==> src/rtl/alu_issue_stage.sv <==
// ID/EX issue stage: decodes a MIPS-I instruction and its forwarded operands into an ALU bundle,
// registered behind a valid/ready handshake with a one-entry skid buffer so in_ready is a flop.
module alu_issue_stage #(
  parameter int DATA_W = 32
) (
  input  logic              clk,
  input  logic              rst_n,
  input  logic              in_valid,
  output logic              in_ready,
  input  logic [31:0]       instr,
  input  logic [DATA_W-1:0] rs_data,
  input  logic [DATA_W-1:0] rt_data,
  input  logic              flush,
  output logic              out_valid,
  input  logic              out_ready,
  output logic [3:0]        alu_op,
  output logic [DATA_W-1:0] alu_in1,
  output logic [DATA_W-1:0] alu_in2,
  output logic [DATA_W-1:0] store_data,
  output logic [4:0]        dest_reg,
  output logic              reg_write,
  output logic              illegal
);

  typedef enum logic [3:0] {
    OP_ADD  = 4'h0,
    OP_SUB  = 4'h1,
    OP_AND  = 4'h3,
    OP_OR   = 4'h4,
    OP_XOR  = 4'h5,
    OP_NOR  = 4'h6,
    OP_UCMP = 4'h7,
    OP_SCMP = 4'h8,
    OP_SLL  = 4'h9,
    OP_SRL  = 4'hA,
    OP_SRA  = 4'hB,
    OP_GTZ  = 4'hC
  } alu_op_e;

  typedef struct packed {
    alu_op_e           aluOp;
    logic [DATA_W-1:0] in1;
    logic [DATA_W-1:0] in2;
    logic [DATA_W-1:0] storeData;
    logic [4:0]        dest;
    logic              regWrite;
    logic              illegal;
  } bundle_t;

  logic [5:0]        w_opcode;
  logic [5:0]        w_funct;
  logic [4:0]        w_rt;
  logic [4:0]        w_rd;
  logic [DATA_W-1:0] w_simm;
  logic [DATA_W-1:0] w_zimm;
  logic [DATA_W-1:0] w_shamt;
  logic              w_unused;
  bundle_t           w_dec;

  assign w_opcode = instr[31:26];
  assign w_funct  = instr[5:0];
  assign w_rt     = instr[20:16];
  assign w_rd     = instr[15:11];
  assign w_simm   = {{(DATA_W-16){instr[15]}}, instr[15:0]};
  assign w_zimm   = {{(DATA_W-16){1'b0}}, instr[15:0]};
  assign w_shamt  = {{(DATA_W-5){1'b0}}, instr[10:6]};
  // The rs index itself is irrelevant here; its value arrives already forwarded on rs_data.
  assign w_unused = ^instr[25:21];

  always_comb begin
    w_dec           = '0;
    w_dec.aluOp     = OP_ADD;
    unique case (w_opcode)
      6'h00: begin
        w_dec.in1      = rs_data;
        w_dec.in2      = rt_data;
        w_dec.dest     = w_rd;
        w_dec.regWrite = (w_rd != 5'd0);
        unique case (w_funct)
          6'h20, 6'h21: w_dec.aluOp = OP_ADD;
          6'h22, 6'h23: w_dec.aluOp = OP_SUB;
          6'h24:        w_dec.aluOp = OP_AND;
          6'h25:        w_dec.aluOp = OP_OR;
          6'h26:        w_dec.aluOp = OP_XOR;
          6'h27:        w_dec.aluOp = OP_NOR;
          6'h2A:        w_dec.aluOp = OP_SCMP;
          6'h2B:        w_dec.aluOp = OP_UCMP;
          6'h00: begin w_dec.aluOp = OP_SLL; w_dec.in1 = w_shamt; end
          6'h02: begin w_dec.aluOp = OP_SRL; w_dec.in1 = w_shamt; end
          6'h03: begin w_dec.aluOp = OP_SRA; w_dec.in1 = w_shamt; end
          6'h04:        w_dec.aluOp = OP_SLL;
          6'h06:        w_dec.aluOp = OP_SRL;
          6'h07:        w_dec.aluOp = OP_SRA;
          default: begin
            w_dec          = '0;
            w_dec.aluOp    = OP_ADD;
            w_dec.illegal  = 1'b1;
          end
        endcase
      end
      6'h08, 6'h09: begin
        w_dec.in1 = rs_data; w_dec.in2 = w_simm;
        w_dec.dest = w_rt; w_dec.regWrite = (w_rt != 5'd0);
      end
      6'h0C, 6'h0D, 6'h0E: begin
        w_dec.aluOp = (w_opcode == 6'h0C) ? OP_AND : (w_opcode == 6'h0D) ? OP_OR : OP_XOR;
        w_dec.in1 = rs_data; w_dec.in2 = w_zimm;
        w_dec.dest = w_rt; w_dec.regWrite = (w_rt != 5'd0);
      end
      6'h0A, 6'h0B: begin
        w_dec.aluOp = (w_opcode == 6'h0A) ? OP_SCMP : OP_UCMP;
        w_dec.in1 = rs_data; w_dec.in2 = w_simm;
        w_dec.dest = w_rt; w_dec.regWrite = (w_rt != 5'd0);
      end
      6'h0F: begin
        w_dec.aluOp = OP_SLL;
        w_dec.in1 = DATA_W'(16); w_dec.in2 = w_zimm;
        w_dec.dest = w_rt; w_dec.regWrite = (w_rt != 5'd0);
      end
      6'h23: begin
        w_dec.in1 = rs_data; w_dec.in2 = w_simm;
        w_dec.dest = w_rt; w_dec.regWrite = (w_rt != 5'd0);
      end
      6'h2B: begin
        w_dec.in1 = rs_data; w_dec.in2 = w_simm;
        w_dec.storeData = rt_data;
      end
      6'h04, 6'h05: begin
        w_dec.aluOp = OP_SUB;
        w_dec.in1 = rs_data; w_dec.in2 = rt_data;
      end
      6'h07: begin
        w_dec.aluOp = OP_GTZ;
        w_dec.in1 = rs_data;
      end
      default: w_dec.illegal = 1'b1;
    endcase
  end

  bundle_t r_main;
  bundle_t r_skid;
  logic    r_mainValid;
  logic    r_skidValid;
  logic    r_inReady;
  logic    w_inXfer;
  logic    w_drain;

  assign w_inXfer = in_valid & r_inReady;
  assign w_drain  = r_mainValid & out_ready;

  // Skid only fills while main is stalled; it always refills main before new input is taken.
  always_ff @(posedge clk or negedge rst_n) begin
    if (!rst_n) begin
      r_main      <= '0;
      r_skid      <= '0;
      r_mainValid <= 1'b0;
      r_skidValid <= 1'b0;
      r_inReady   <= 1'b1;
    end else if (flush) begin
      r_main      <= '0;
      r_skid      <= '0;
      r_mainValid <= 1'b0;
      r_skidValid <= 1'b0;
      r_inReady   <= 1'b1;
    end else if (!r_mainValid || w_drain) begin
      if (r_skidValid) begin
        r_main      <= r_skid;
        r_mainValid <= 1'b1;
        r_skidValid <= 1'b0;
        r_inReady   <= 1'b1;
      end else if (w_inXfer) begin
        r_main      <= w_dec;
        r_mainValid <= 1'b1;
      end else begin
        r_mainValid <= 1'b0;
      end
    end else if (w_inXfer) begin
      r_skid      <= w_dec;
      r_skidValid <= 1'b1;
      r_inReady   <= 1'b0;
    end
  end

  assign in_ready   = r_inReady;
  assign out_valid  = r_mainValid;
  assign alu_op     = r_main.aluOp;
  assign alu_in1    = r_main.in1;
  assign alu_in2    = r_main.in2;
  assign store_data = r_main.storeData;
  assign dest_reg   = r_main.dest;
  assign reg_write  = r_main.regWrite;
  assign illegal    = r_main.illegal;

endmodule

==> config.mk <==
export PLATFORM = sky130hd
export DESIGN_NAME = alu_issue_stage
export DESIGN_NICKNAME = d
export VERILOG_FILES = /design/src/rtl/alu_issue_stage.sv
export SDC_FILE = /design/constraint.sdc
export NUM_CORES = 1
export LEC_CHECK = 0
export BUFFER_PORTS_ARGS = -buffer_cell sky130_fd_sc_hd__buf_2
export CELL_PAD_IN_SITES_DETAIL_PLACEMENT = 0
export CELL_PAD_IN_SITES_GLOBAL_PLACEMENT = 1
export CORE_AREA = 2 2 150 181
export DETAILED_ROUTE_END_ITERATION = 6
export DIE_AREA = 0 0 152 183
export HOLD_SLACK_MARGIN = 0.05
export PLACE_DENSITY = 0.73
export SYNTH_ARGS = -nofsm -noshare
export SYNTH_HDL_FRONTEND = slang
export SYNTH_SLANG_ARGS = --single-unit
export TNS_END_PERCENT = 10
==> constraint.sdc <==
create_clock -name clk -period 2.15 [get_ports clk]
set_clock_uncertainty 0.1 [all_clocks]
set_input_delay 0.215 -clock clk [delete_from_list [all_inputs] [get_ports clk]]
set_output_delay 0.215 -clock clk [all_outputs]
set_load 0.01 [all_outputs]
==> metrics.cfg <==
[critical_path]
r2r_end=r_skid[70]
reg2reg_depth=5
worstReg2RegStart=in_ready
r2r_slack_ps=110
critPathCapture=r_skid[70]
cp.arrival_ps=2380
crit_start=in_ready
required_ps=2490
cp_max_fo=16
crit_type=register to register
cp-end-kind=register
start_kind=register

[timing]
finalHoldViolCount=0
max_freq_ghz=0.490
tightest_slew_ps=766
fin_crit_sh=0.950
slew_headroom=0.476
rsz0062_at_grt=no
finalSetupViolCount=0
fin_ws_ps=108
layout_min_cycle_time_ps=2040
tns_ps=0
slew_violations=0

[cells_and_area]
nFillCells=2411
post-route-cell-area_um2=13200
layout_commonest_cell=dfrtp_1
drive_gt1_frac=0.265
top_register=r_skid
syn2layout_area_growth_pct=35.6
largest_reg_flops=107
fin_nets=1290
layout_common_cells=dfrtp_1 (215), buf_2 (203), a22o_1 (118)

[clocking]
cts.path.max_buffers=3
cts_tree=done
cts_sinks=217
path_clk_slew_ps=60
insertion_delay_ps=510
root_buffer=clkbuf_16
h-tree-depth=1
cts_made_buffers=24

[floorplan]
dieArea_um2=27800
core_area_um2=26100
die_w_um=152
io_pins=210
initial_core_util=0.374
die_y_um=183
row_count=65

[placed_design]
port_buffers=204
pre_cts_ws_ps=-296
placed_area_um2=11500
globalplace.congestion=0.873
dp_hpwl_mm=20.0

[yosys]
async_reset_ff_frac=1.00
syn_area_per_cell_um2=10.9
synth_cell_types=64
syn_inst=898
synthesis.area_um2=9760
yosysWarnings=0
syn_nets=999
synthFlopType=dfrtp_1
synth_edf_count=0
yosysSeqAreaShare=0.556
synth_seq_cells=217

[routing]
drtIter0Drc=655
num_vias=8585
wl_per_cell_um=19.9
routed_via_density=5.57
final_antenna_net_count=0
wirelength_mm=30.6
drc=0
dr.pass1.iters=5

[global_route]
gr-usage-all-layers=0.215
antenna_found_initial=2
grt_max_degree=88
grt_overflow=0
grt_pass1_vias=8449
grt_pass1_wl_mm=48.5

[pwr]
power_w=0.00946
vdd_drop_max_v=0.000405
p_leak_nw=6.35
power_density_nw_per_um2=714

[worst_hold_path]
holdPathStages=4
min_path_type=input port to register
hp-start=instr[10]

[status]
status=finished, final reports clean

[run]
drv_cap=0

## routing by layer
layer,vias up,share of wire,global-route usage
met1,4310,0.44,0.298
met2,253,0.49,0.360
li1,3991,-,-
met3,29,0.051,0.0305
met5,-,0.00036,0
met4,2,0.017,0.0497
## power breakdown
group / total, W / internal [W] / switching (W)
registers: 0.00419 / 0.00415 / 0.0000384
logic: 0.000976 / 0.000395 / 0.000581
clock network: 0.00429 / 0.00262 / 0.00167
total: 0.00946 / 0.00717 / 0.00229
## worst max-delay path, cell delays in order, from the launching register on
cell	delay, ps
dfstp_2	580
nand2_1	110
or3_1	500
a211oi_2	340
buf_12	190
a221o_1	150
## cells by family after synthesis
family,share of synthesized area
xor gates and xnor gates,0.000897
buffers and inverters,0.0395
DFF,0.556
and+or+nand+nor,0.0843
AOI/OAI and AO/OA,0.316
muxes,0.00308
## worst min path at each step
stage | end
finish | alu_in2[10]
detailed placement | store_data[13]
floorplan | alu_in1[0]
CTS | alu_in2[10]
global route | alu_in2[10]
global placement | store_data[13]
## layout make-up
class,count,area (um^2),area share
diodes,1,2.50,0.000189
clock buffers,34,699,0.0528
clock inverters,9,124,0.00936
inverters,11,41.3,0.00312
multi-input cells,593,3990,0.301
flip-flops and latches,217,5430,0.410
well taps,335,419,0.0317
repair buffers,342,2530,0.191
## per-stage QoR
step | util | hold WS, ps | instances
after floorplan | - | -181 | 898
after global placement | 0.442 | 58.0 | 1412
after detailed placement | 0.442 | 57.1 | 1412
after CTS | 0.506 | 56.7 | 1539
after global routing | 0.507 | 78.3 | 1542
final | 0.507 | 70.4 | 1542
## synth_stat cells (3+ instances only)
cell      instances  area [um^2]
a221o_1          16          160
inv_1            11         41.3
o211ai_1          3         22.5
dfrtp_1         216         5410
a211oi_1         28          210
mux2i_1           3         30.0
nand3_1           4         20.0
o31ai_1           3         22.5
o21ai_0          74          370
or3_1             4         25.0
nand2b_1          7         43.8
a31oi_1           5         31.3
buf_6             5         56.3
nor2b_1          11         68.8
nor2_1           59          221
a22o_1          118         1030
a22oi_1          60          450
nor3_1            5         25.0
o21ai_1           9         45.0
buf_1             3         11.3
buf_2            14         70.1
nor3b_1           3         22.5
a21o_1           28          210
o21bai_1          3         22.5
nor4_1            3         18.8
clkbuf_1         55          206
a21oi_1          38          190
o22ai_1           3         18.8
nand2_1          60          225
a311oi_1          5         43.8
## timing repair
item | CTS | global route
endpoints found under the setup margin | 0 | 51
resized for setup | 0 | 2
hold buffers | 84 | 0
hold endpoints to repair | 393 | 0
setup buffers | 0 | 2
Power figures use the tool's default switching activity.
